[src/rtl/instr_fetch_queue.sv]
`default_nettype none
// ============================================================================
// Module   : instr_fetch_queue
// Brief    : Line-based instruction fetch queue. Accepts 128-bit I-cache lines,
//            owns the fetch PC and hands one 32-bit instruction per cycle with
//            its PC to the decoder. A redirect (flush) empties the queue and
//            restarts fetch at the target word.
// Revision : 1.0  initial release
// ============================================================================
module instr_fetch_queue #(
    parameter int          DEPTH    = 4,
    parameter logic [31:0] RESET_PC = 32'h0000_0000
) (
    input  logic         clk,
    input  logic         rst,
    output logic [31:0]  fetch_pc,
    input  logic         line_valid,
    input  logic [127:0] line_data,
    output logic         line_ready,
    output logic         instr_valid,
    output logic [31:0]  instr,
    output logic [31:0]  instr_pc,
    output logic [31:0]  instr_pc_plus4,
    input  logic         dispatch_ready,
    input  logic         flush,
    input  logic [31:0]  flush_pc
);

    localparam int                 c_IDX_W   = $clog2(DEPTH);
    localparam logic [c_IDX_W:0]   c_PTR_ONE = {{c_IDX_W{1'b0}}, 1'b1};

    // Line storage: data and the line-aligned PC it was fetched from
    logic [127:0]       r_line_data [DEPTH];
    logic [31:0]        r_line_pc   [DEPTH];

    // Pointers carry one extra MSB so full and empty can be told apart
    logic [c_IDX_W:0]   r_wr_ptr;
    logic [c_IDX_W:0]   r_rd_ptr;
    logic [1:0]         r_word_sel;
    logic [31:0]        r_fetch_pc;

    logic [c_IDX_W-1:0] w_wr_idx;
    logic [c_IDX_W-1:0] w_rd_idx;
    logic               w_full;
    logic               w_empty;
    logic               w_push;
    logic               w_pop;
    logic               w_retire;
    logic [127:0]       w_head_data;
    logic [31:0]        w_head_pc;
    logic               w_unused;

    assign w_wr_idx = r_wr_ptr[c_IDX_W-1:0];
    assign w_rd_idx = r_rd_ptr[c_IDX_W-1:0];
    assign w_full   = (w_wr_idx == w_rd_idx) && (r_wr_ptr[c_IDX_W] != r_rd_ptr[c_IDX_W]);
    assign w_empty  = (r_wr_ptr == r_rd_ptr);

    // Flush blanks both handshakes in its own cycle
    assign line_ready  = !w_full && !flush;
    assign instr_valid = !w_empty && !flush;

    assign w_push   = line_valid && line_ready;
    assign w_pop    = instr_valid && dispatch_ready;
    assign w_retire = w_pop && (r_word_sel == 2'd3);

    assign w_head_data    = r_line_data[w_rd_idx];
    assign w_head_pc      = r_line_pc[w_rd_idx];
    assign instr          = w_head_data[{r_word_sel, 5'b0_0000} +: 32];
    assign instr_pc       = w_head_pc + {28'd0, r_word_sel, 2'b00};
    assign instr_pc_plus4 = instr_pc + 32'd4;
    assign fetch_pc       = r_fetch_pc;

    // Word-alignment bits of the redirect target carry no information
    assign w_unused = ^flush_pc[1:0];

    // Line storage write; contents are only meaningful between the pointers
    always_ff @(posedge clk) begin
        if (w_push) begin
            r_line_data[w_wr_idx] <= line_data;
            r_line_pc[w_wr_idx]   <= r_fetch_pc;
        end
    end

    // Pointer, word selector and fetch PC update; reset beats flush beats push/pop
    always_ff @(posedge clk) begin
        if (rst) begin
            r_wr_ptr   <= '0;
            r_rd_ptr   <= '0;
            r_word_sel <= 2'd0;
            r_fetch_pc <= RESET_PC;
        end else if (flush) begin
            // Empty the queue and park word_sel on the target word so the
            // first line fetched after the redirect starts there
            r_rd_ptr   <= r_wr_ptr;
            r_word_sel <= flush_pc[3:2];
            r_fetch_pc <= {flush_pc[31:4], 4'b0000};
        end else begin
            if (w_push) begin
                r_wr_ptr   <= r_wr_ptr + c_PTR_ONE;
                r_fetch_pc <= r_fetch_pc + 32'd16;
            end
            if (w_retire) begin
                r_rd_ptr   <= r_rd_ptr + c_PTR_ONE;
                r_word_sel <= 2'd0;
            end else if (w_pop) begin
                r_word_sel <= r_word_sel + 2'd1;
            end
        end
    end

endmodule
`default_nettype wire

[config.mk]
export PLATFORM = sky130hd
export DESIGN_NAME = instr_fetch_queue
export DESIGN_NICKNAME = d
export VERILOG_FILES = /design/src/rtl/instr_fetch_queue.sv
export SDC_FILE = /design/constraint.sdc
export NUM_CORES = 1
export LEC_CHECK = 0
export ABC_CLOCK_PERIOD_IN_PS = 6200
export BUFFER_PORTS_ARGS = -buffer_cell sky130_fd_sc_hd__buf_4
export CORE_AREA = 2 2 226 228
export CTS_CLUSTER_DIAMETER = 80
export DETAILED_ROUTE_END_ITERATION = 10
export DIE_AREA = 0 0 228 230
export GPL_ROUTABILITY_DRIVEN = 0
export PLACE_DENSITY = 0.74
export SYNTH_ARGS = -nofsm -noshare
export SYNTH_HDL_FRONTEND = slang
export SYNTH_SLANG_ARGS = --single-unit
[constraint.sdc]
create_clock -name clk -period 6.2 [get_ports clk]
set_input_delay 1.24 -clock clk [delete_from_list [all_inputs] [get_ports clk]]
set_output_delay 1.24 -clock clk [all_outputs]
set_load 0.03 [all_outputs]
# After elaboration in Yosys (flattened, before gate mapping)
# Memory sizes are Yosys's and may differ from the RTL's. A register that Yosys moved wholly into a read port is not among the register bits.
# Cells that the tools add are included.
dict set report word_totals {
  memories 2
  regBits 40
  wordCells 46
  input_bits 165
  out_inout_bits 130
  ramBits 640
}
# memory depth word_bits read_ports rd_clocked_by_memory_dff write_ports line
set memory_table {}
lappend memory_table {r_line_data 4 128 1 1 1 33} ;# logic [127:0] r_line_data [DEPTH];
lappend memory_table {r_line_pc 4 32 1 1 1 34} ;# logic [31:0] r_line_pc [DEPTH];
dict set report classes {
  reduce_logical 14
  n_addsub 6
  eq_ne 4
  muxes 13
  shifts 1
  bitwise 1
}
# op n
set op_table {}
lappend op_table {{$shiftx 128x8->32} 1}
lappend op_table {{$mux 32} 2}
lappend op_table {{$add 32x3->32 const B} 1}
lappend op_table {{$add 32x4->32} 1}
lappend op_table {{$add 32x5->32 const B} 1}
lappend op_table {{$mux 2} 7}
lappend op_table {{$add 3x1->3 const B} 2}
lappend op_table {{$logic_and 1x1->1} 6}
lappend op_table {{$mux 3} 2}
lappend op_table {{$reduce_bool 2->1} 2}
lappend op_table {{$eq 3x3->1} 1}
lappend op_table {{$logic_not 1->1} 3}
lappend op_table {{$reduce_bool 3->1} 1}
lappend op_table {{$add 2x1->2 const B} 1}
lappend op_table {{$eq 2x2->1} 1}
lappend op_table {{$eq 2x2->1 const B} 1}
lappend op_table {{$mux 1} 2}
lappend op_table {{$reduce_and 2->1} 1}
lappend op_table {{$reduce_or 2->1} 1}
lappend op_table {{$ne 1x1->1} 1}
lappend op_table {{$not 1->1} 1}

# Logic depth before layout (Yosys ltp)
# Gate-level depths: netlist (run 1).
dict set report logic_depth {
  depth_word 9
  ltp_mapped 8
  mapped_depth_nobuf 6
}

# Least setup slack after synthesis (run 1)
# No wires, ideal clock.
dict set report synth_timing {
  kind {input to register}
  start {input line_valid}
  end {memory r_line_data[2][0], enable pin}
  t_required_ns 5.666
  arrival_time_ns 5.686
  path_buffers 1
  stages 4
  setup_slack_ns -0.021
  cell_sequence {inv_1 -> a311oi_2 -> clkbuf_1 -> and2_1}
}
dict set report synth_between {
  elab_chain_len 3
}
# element line
set synth_rtl {}
lappend synth_rtl {{start, declared} 17} ;# input logic line_valid,
lappend synth_rtl {{$logic_and 1x1->1} 62} ;# assign w_push = line_valid && line_ready;
lappend synth_rtl {{$mux 1} 78} ;# if (w_push) begin
lappend synth_rtl {{$mux 1 (implied by the code)} 79} ;# r_line_data[w_wr_idx] <= line_data;
lappend synth_rtl {{end, declared} 33}
# Every way passes these cells.

==> reports/metrics.cfg, run 1 <==
[power]
clock_power_share_pct = 39.0
total_power_uw = 9850
p_int_uw = 7670
power.static_leakage_uw = 0.0102
vdd.ir_drop.worst_v = 0.000178
power_switching_share_pct = 22.2
p_sw_uw = 2180
p_per_area_mw_per_mm2 = 316
comb_power_share_pct = 9.7
sequential_power_share_pct = 51.4

[synth]
netlist-cell-type-count = 61
synth.cell_area_mm2 = 0.0262
postSynth.topFlopCell = sky130_fd_sc_hd__edfxtp_1
synth_seq_cells = 662
synth_async_reset_ratio_pct = 0
syn_inst = 1222
synth-compound-area-share_pct = 2.05
synth_mux_area_share_pct = 16.2
synth-edff-count = 624
yosys.area_share.simple_pct = 3.73
synth-warning-count = 0
yosysSeqAreaShare_pct = 74.5
synthesis.area_per_instance_um2 = 21.4
yosys.area_share.xor_xnor_pct = 1.57
post_synth_fa_ha_maj_area_fraction_pct = 0.335
combinational_family_with_the_most_area_after_synthesis = multiplexers

[placement]
post-dp-hpwl_um = 32800
post-place-cells = 2143
io_buffers = 284

[critical_path]
r2r-start = r_wr_ptr[1]$_SDFFE_PP0P_
ff2ff_path_depth = 4
r2r-end = r_line_data[3][50]$_DFFE_PP_
critical_path.max_stage_delay_ns = 0.79
endpoint_kind = output port
critical-path-slowest-cell = sky130_fd_sc_hd__buf_4
worstPathArrival_ns = 3.38
critical_path_class = reg2out
timing.reg2reg.setup_slack_ns = 3.27
critPathLaunchType = register
worstPathMaxFanout = 49
crit_buf_inv = 2
critPathTopFamily = multiplexers
crit_path_cell_trace = buf_4 -> mux4_2 -> mux4_2 -> buf_4
critical_path_required_ns = 4.96

[grt]
grt_first_pass_wirelength_um = 83500
global_route.usage.total_pct = 21.1
pin_count_of_the_biggest_net_entering_global_routing = 96
grt_antenna_before_repair = 3
global_route.overflow_total = 0
first_global_vias = 13717

[route]
drc_errors = 0
antenna_violating_nets_left = 0
drt_first_pass_iters = 7
routedWlPerCell_um = 24.2
finalWirelength_um = 54700
total_vias_in_the_final_route = 13130
via_per_inst = 5.81
drt_iter0_markers = 879

[layout]
proportion_of_layout_cells_with_a_drive_suffix_above_1_pct = 38.5
design.final.nets = 1711
utilization_pct = 62.5
layout-area-overhead-vs-synth_pct = 19.1
final_cells = 2260

[worst_hold_path]
holdPathStages = 2
holdPathEnd = r_rd_ptr[2]$_SDFFE_PP0P_
min_from = r_rd_ptr[2]$_SDFFE_PP0P_
worstHoldPathType = reg2reg

[timing]
worst_clock_skew_ns = 0.0225
slew_headroom_pct = 21.2
crit_path_time_final_ns = 4.62
grt_setup_unrepaired = no
max_slew_violation_count = 0
final.period_utilization_pct = 74.6
finalSetupViolCount = 0
timing.fmax_mhz = 216
hold_viol_final = 0
tightestPinTransition_ns = 1.18
finalSetupTns_ns = 0

[cts]
post-cts-setup-buffers = 0
clk_transition_reported_paths_ns = 0.06
clkSinkCount = 662
tritoncts_clock_tree = yes
buffer_levels_on_the_longest_clock_path = 3
clock_latency_late_sink_ns = 0.59
cts.root.buffer_cell = sky130_fd_sc_hd__clkbuf_16
cts_buffers = 66
postCtsResizedCells = 0
cts_hold_repair.buffers = 0
clock_tree.htree_level_count = 3

[die]
floorplan.io_pins = 295
core.rowCount = 82
start_util_pct = 52.5
die-area_mm2 = 0.0524
die_w_um = 228
fp.coreArea_mm2 = 0.0499
dieHeight_um = 230

[run_status]
outcome = finished clean

[job]
drv_cap = 0

==> through the flow <==
stage / hold WS [ns] / setup slack (ns) / cell area [um2]
after floorplan: 0.512 / 0.210 / 26200
after global placement: 0.536 / 2.03 / 29100
after detailed placement: 0.557 / 2.06 / 29100
after CTS: 0.568 / 1.41 / 31200
after global routing: 0.595 / 1.30 / 31200
final: 0.572 / 1.58 / 31200
==> cells by family after synthesis <==
kind of cell    Yosys count
xor+xnor                 47
buf+inv                  79
simple gates            161
fa+ha+maj                 7
other cells               1
flops                   662
compound gates           76
mux                     189
==> area by class of cell <==
type	instances	area, um2
Fill cell	3431	18700
Sequential cell	662	19500
Antenna cell	1	2.50
Tap cell	672	841
Multi-Input combinational cell	488	6300
Inverter	15	56.3
Clock buffer	80	1750
Timing Repair Buffer	306	2380
Clock inverter	36	330
==> Yosys cell counts (all sizes together) (12+ instances only) <==
| library cell | number | area, um2 |
|---|---|---|
| edfxtp | 624 | 18700 |
| buf | 37 | 258 |
| nand4 | 17 | 151 |
| mux4 | 188 | 4230 |
| nand3 | 23 | 128 |
| nor2 | 28 | 108 |
| inv | 14 | 52.6 |
| dfxtp | 38 | 761 |
| xor2 | 12 | 105 |
| a21oi | 21 | 105 |
| nand2 | 39 | 146 |
| xnor2 | 35 | 307 |
| clkbuf | 27 | 101 |
==> power groups by stage <==
stage               clock network, uW  registers, uW  logic (uW)
finish                           3840           5060         951
global route                     4080           5070        1010
CTS                              3910           5060         965
detailed placement                  0           5150         960
global placement                    0           5150         949
floorplan                           0           5150         584
==> state kept, by name, summed over array words and instances, names as in the netlist, named ones only <==
name	cells
r_line_data	512
r_word_sel	2
fetch_pc	28
r_rd_ptr	3
r_wr_ptr	3
r_line_pc	112
==> per-layer routing <==
layer | wire length (um) | vias to the layer above | global-route usage (%) | share of wire, %
li1 | - | 5759 | - | -
met1 | 21900 | 6822 | 28.5 | 40
met2 | 27600 | 469 | 34.4 | 50
met3 | 3930 | 76 | 4.99 | 7.2
met4 | 1190 | 4 | 7.03 | 2.2
met5 | 34 | - | 0 | 0.062
==> tightest hold or removal path: stages, from the launching register on <==
cell	delay, ns
sky130_fd_sc_hd__dfxtp_1	0.34
sky130_fd_sc_hd__o21ai_0	0.09
sky130_fd_sc_hd__a311oi_1	0.10
==> worst max path at each step <==
stage	slack [ns]	depth (start not counted)	startpoint	to
4_1_cts	1.41	4	register	instr[14]
2_1_floorplan	0.21	3	line_valid	r_line_data[3][0]$_DFFE_PP_
3_3_place_gp	2.03	4	register	instr[10]
3_5_place_dp	2.06	4	register	instr[10]
6_report	1.58	4	register	instr[14]
5_1_grt	1.30	4	register	instr[14]
==> cell usage in the layout (no fill, tap or decap), types with 4 or more instances in the layout <==
cell type,count
sky130_fd_sc_hd__clkinv_2,11
sky130_fd_sc_hd__clkbuf_1,12
sky130_fd_sc_hd__a31oi_1,11
sky130_fd_sc_hd__clkbuf_16,68
sky130_fd_sc_hd__inv_1,13
sky130_fd_sc_hd__xnor2_1,35
sky130_fd_sc_hd__mux4_2,188
sky130_fd_sc_hd__ha_1,7
sky130_fd_sc_hd__nor3_1,7
sky130_fd_sc_hd__a211oi_1,9
sky130_fd_sc_hd__nand4_1,14
sky130_fd_sc_hd__buf_12,7
sky130_fd_sc_hd__nor4_4,4
sky130_fd_sc_hd__clkinv_1,16
sky130_fd_sc_hd__buf_4,299
sky130_fd_sc_hd__conb_1,8
sky130_fd_sc_hd__nor4_1,4
sky130_fd_sc_hd__xor2_1,12
sky130_fd_sc_hd__bufinv_16,6
sky130_fd_sc_hd__edfxtp_1,624
sky130_fd_sc_hd__a21oi_1,21
sky130_fd_sc_hd__and2_4,4
sky130_fd_sc_hd__nor2_1,27
sky130_fd_sc_hd__and2_1,6
sky130_fd_sc_hd__a311oi_1,4
sky130_fd_sc_hd__nand3_1,22
sky130_fd_sc_hd__dfxtp_1,35
sky130_fd_sc_hd__and3_1,7
sky130_fd_sc_hd__nand2_1,39
sky130_fd_sc_hd__o21ai_0,9
Note: power is estimated with default switching activity, not from simulation.
==> inputs of run 2 (changes only) <==
--- a/config.mk
+++ b/config.mk
@@ -5,7 +5,7 @@
 export SDC_FILE = /design/constraint.sdc
 export NUM_CORES = 1
 export LEC_CHECK = 0
-export ABC_CLOCK_PERIOD_IN_PS = 6200
+export ABC_CLOCK_PERIOD_IN_PS = 3900
 export BUFFER_PORTS_ARGS = -buffer_cell sky130_fd_sc_hd__buf_4
 export CORE_AREA = 2 2 226 228
 export CTS_CLUSTER_DIAMETER = 80
==> constraint.sdc (replaced) <==
create_clock -name clk -period 3.9 [get_ports clk]
set_input_delay 0.78 -clock clk [delete_from_list [all_inputs] [get_ports clk]]
set_output_delay 0.78 -clock clk [all_outputs]
set_load 0.03 [all_outputs]
==> reports/metrics.cfg, run 2 (synthesized netlist as in run 1, its figures left out) <==
[worst_hold_path]
min_from = line_data[76]
holdPathStages = 1
worstHoldPathType = in2reg
holdPathEnd = r_line_data[0][76]$_DFFE_PP_

[route]
drt_first_pass_iters = 5
via_per_inst = 5.88
antenna_violating_nets_left = 0
drt_iter0_markers = 1148
drc_errors = 0
routedWlPerCell_um = 24.6
finalWirelength_um = 55800
total_vias_in_the_final_route = 13369

[die]
die_w_um = 228
start_util_pct = 52.5
dieHeight_um = 230
fp.coreArea_mm2 = 0.0499
floorplan.io_pins = 295
die-area_mm2 = 0.0524
core.rowCount = 82

[power]
p_per_area_mw_per_mm2 = 496
power.static_leakage_uw = 0.0103
vdd.ir_drop.worst_v = 0.000289

[layout]
final_common_cell = sky130_fd_sc_hd__edfxtp_1
register_area_mm2 = 0.0195
largest_register = r_line_data
multi_input_area_mm2 = 0.00630
proportion_of_layout_cells_with_a_drive_suffix_above_1_pct = 38.8
largest_register_ff_count = 512
filler_cell_count = 3419
commonest_cells_after_routing_fill_and_taps_aside = sky130_fd_sc_hd__edfxtp_1, sky130_fd_sc_hd__buf_4, sky130_fd_sc_hd__mux4_2
fin_area_mm2 = 0.0314
design.final.nets = 1729
layout-area-overhead-vs-synth_pct = 20.0
final_cells = 2273
antennaDiodeCount = 0
utilization_pct = 63.0

[grt]
grt_first_pass_wirelength_um = 83800
grt_antenna_before_repair = 5
first_global_vias = 13640
pin_count_of_the_biggest_net_entering_global_routing = 96
global_route.overflow_total = 0
global_route.usage.total_pct = 21.3

[critical_path]
critPathLaunchType = register
endpoint_kind = output port
worstPathMaxFanout = 15
r2r-end = r_line_data[3][94]$_DFFE_PP_
crit_path_cell_trace = buf_12 -> mux4_2 -> nand4_4 -> nor2_1 -> buf_4 -> nand4_1 -> xnor2_1 -> buf_4
timing.reg2reg.setup_slack_ns = 1.34
r2r-start = r_wr_ptr[1]$_SDFFE_PP0P_
critical_path_class = reg2out
critical_path_required_ns = 3.12
path_common_cell = sky130_fd_sc_hd__buf_4
worstPathArrival_ns = 2.97
critical-path-slowest-cell = sky130_fd_sc_hd__dfxtp_4
critical_path.max_stage_delay_ns = 0.49
ff2ff_path_depth = 5

[job]
drv_cap = 0

[cts]
clock_latency_late_sink_ns = 0.60
cts.root.buffer_cell = sky130_fd_sc_hd__clkbuf_16
tritoncts_clock_tree = yes
buffer_levels_on_the_longest_clock_path = 3
clk_transition_reported_paths_ns = 0.07
clkSinkCount = 662
clock_tree.htree_level_count = 3
cts_buffers = 68

[timing]
hold_viol_final = 0
max_slew_violation_count = 0
tightestPinTransition_ns = 1.21
finalSetupViolCount = 0
slew_headroom_pct = 19.1
grt_setup_unrepaired = no
final.period_utilization_pct = 96.0
worst_clock_skew_ns = 0.0222
crit_path_time_final_ns = 3.75
timing.fmax_mhz = 267

[placement]
placed_area_mm2 = 0.0293
io_buffers = 284
post-dp-hpwl_um = 34100
post-place-cells = 2155

[run_status]
outcome = finished clean

-- run 2: worst max-delay path by stage --
stage / endpoint / cells past startpoint / slack [ns] / start
floorplan: r_line_data[0][0]$_DFFE_PP_ / 4 / -0.13 / line_valid
global placement: instr_pc_plus4[31] / 7 / 0.56 / register
detailed placement: instr_pc_plus4[25] / 6 / 0.56 / register
CTS: instr_pc_plus4[31] / 6 / -0.0005 / register
global route: instr_pc_plus4[28] / 7 / 0.03 / register
finish: instr_pc_plus4[25] / 8 / 0.15 / register
-- run 2: worst max-delay path: cells and delay by family, from the launching register on --
kind / cells / cell delay (ns)
flops: 1 / 0.49
mux: 1 / 0.35
simple gates: 3 / 0.74
xor+xnor: 1 / 0.17
buf+inv: 3 / 0.64
-- run 2: repair_timing --
action | CTS | global route
resized for setup | 2 | 1
cloned | 0 | 1
buffers inserted | 1 | 2
pin swaps | 3 | 2
hold buffers | 0 | 0
setup endpoints to repair | 9 | 6
hold endpoints to repair | 0 | 0
-- run 2: power by group --
part	internal [uW]	switching, uW	total (uW)
logic	680	869	1550
clock network	3460	2530	5990
registers	7940	96.7	8040
-- run 2: layout make-up --
type / instances / share of cell area [%]
sequential: 662 / 62.1
clock buffer: 94 / 5.93
multi-input combinational: 488 / 20.1
timing repair buffer: 322 / 8.52
inverter: 15 / 0.179
tap: 672 / 2.68
clock inverter: 20 / 0.510
-- run 2: metal layers --
layer,routed length [um],GRT usage [%]
met5,64,0
met4,1080,6.45
met3,3940,4.85
met2,27800,34.5
met1,22900,29.2
-- run 2: per-stage QoR --
step           hold slack (ns)  setup TNS, ns  total power [uW]  setup WS (ns)
2_1_floorplan            0.512         -59.56              9120         -0.127
3_3_place_gp             0.486              0              9710          0.564
3_5_place_dp             0.510              0              9740          0.565
4_1_cts                  0.356      -0.000526             15700      -0.000526
5_1_grt                  0.365              0             16100         0.0340
6_report                 0.387              0             15600          0.155
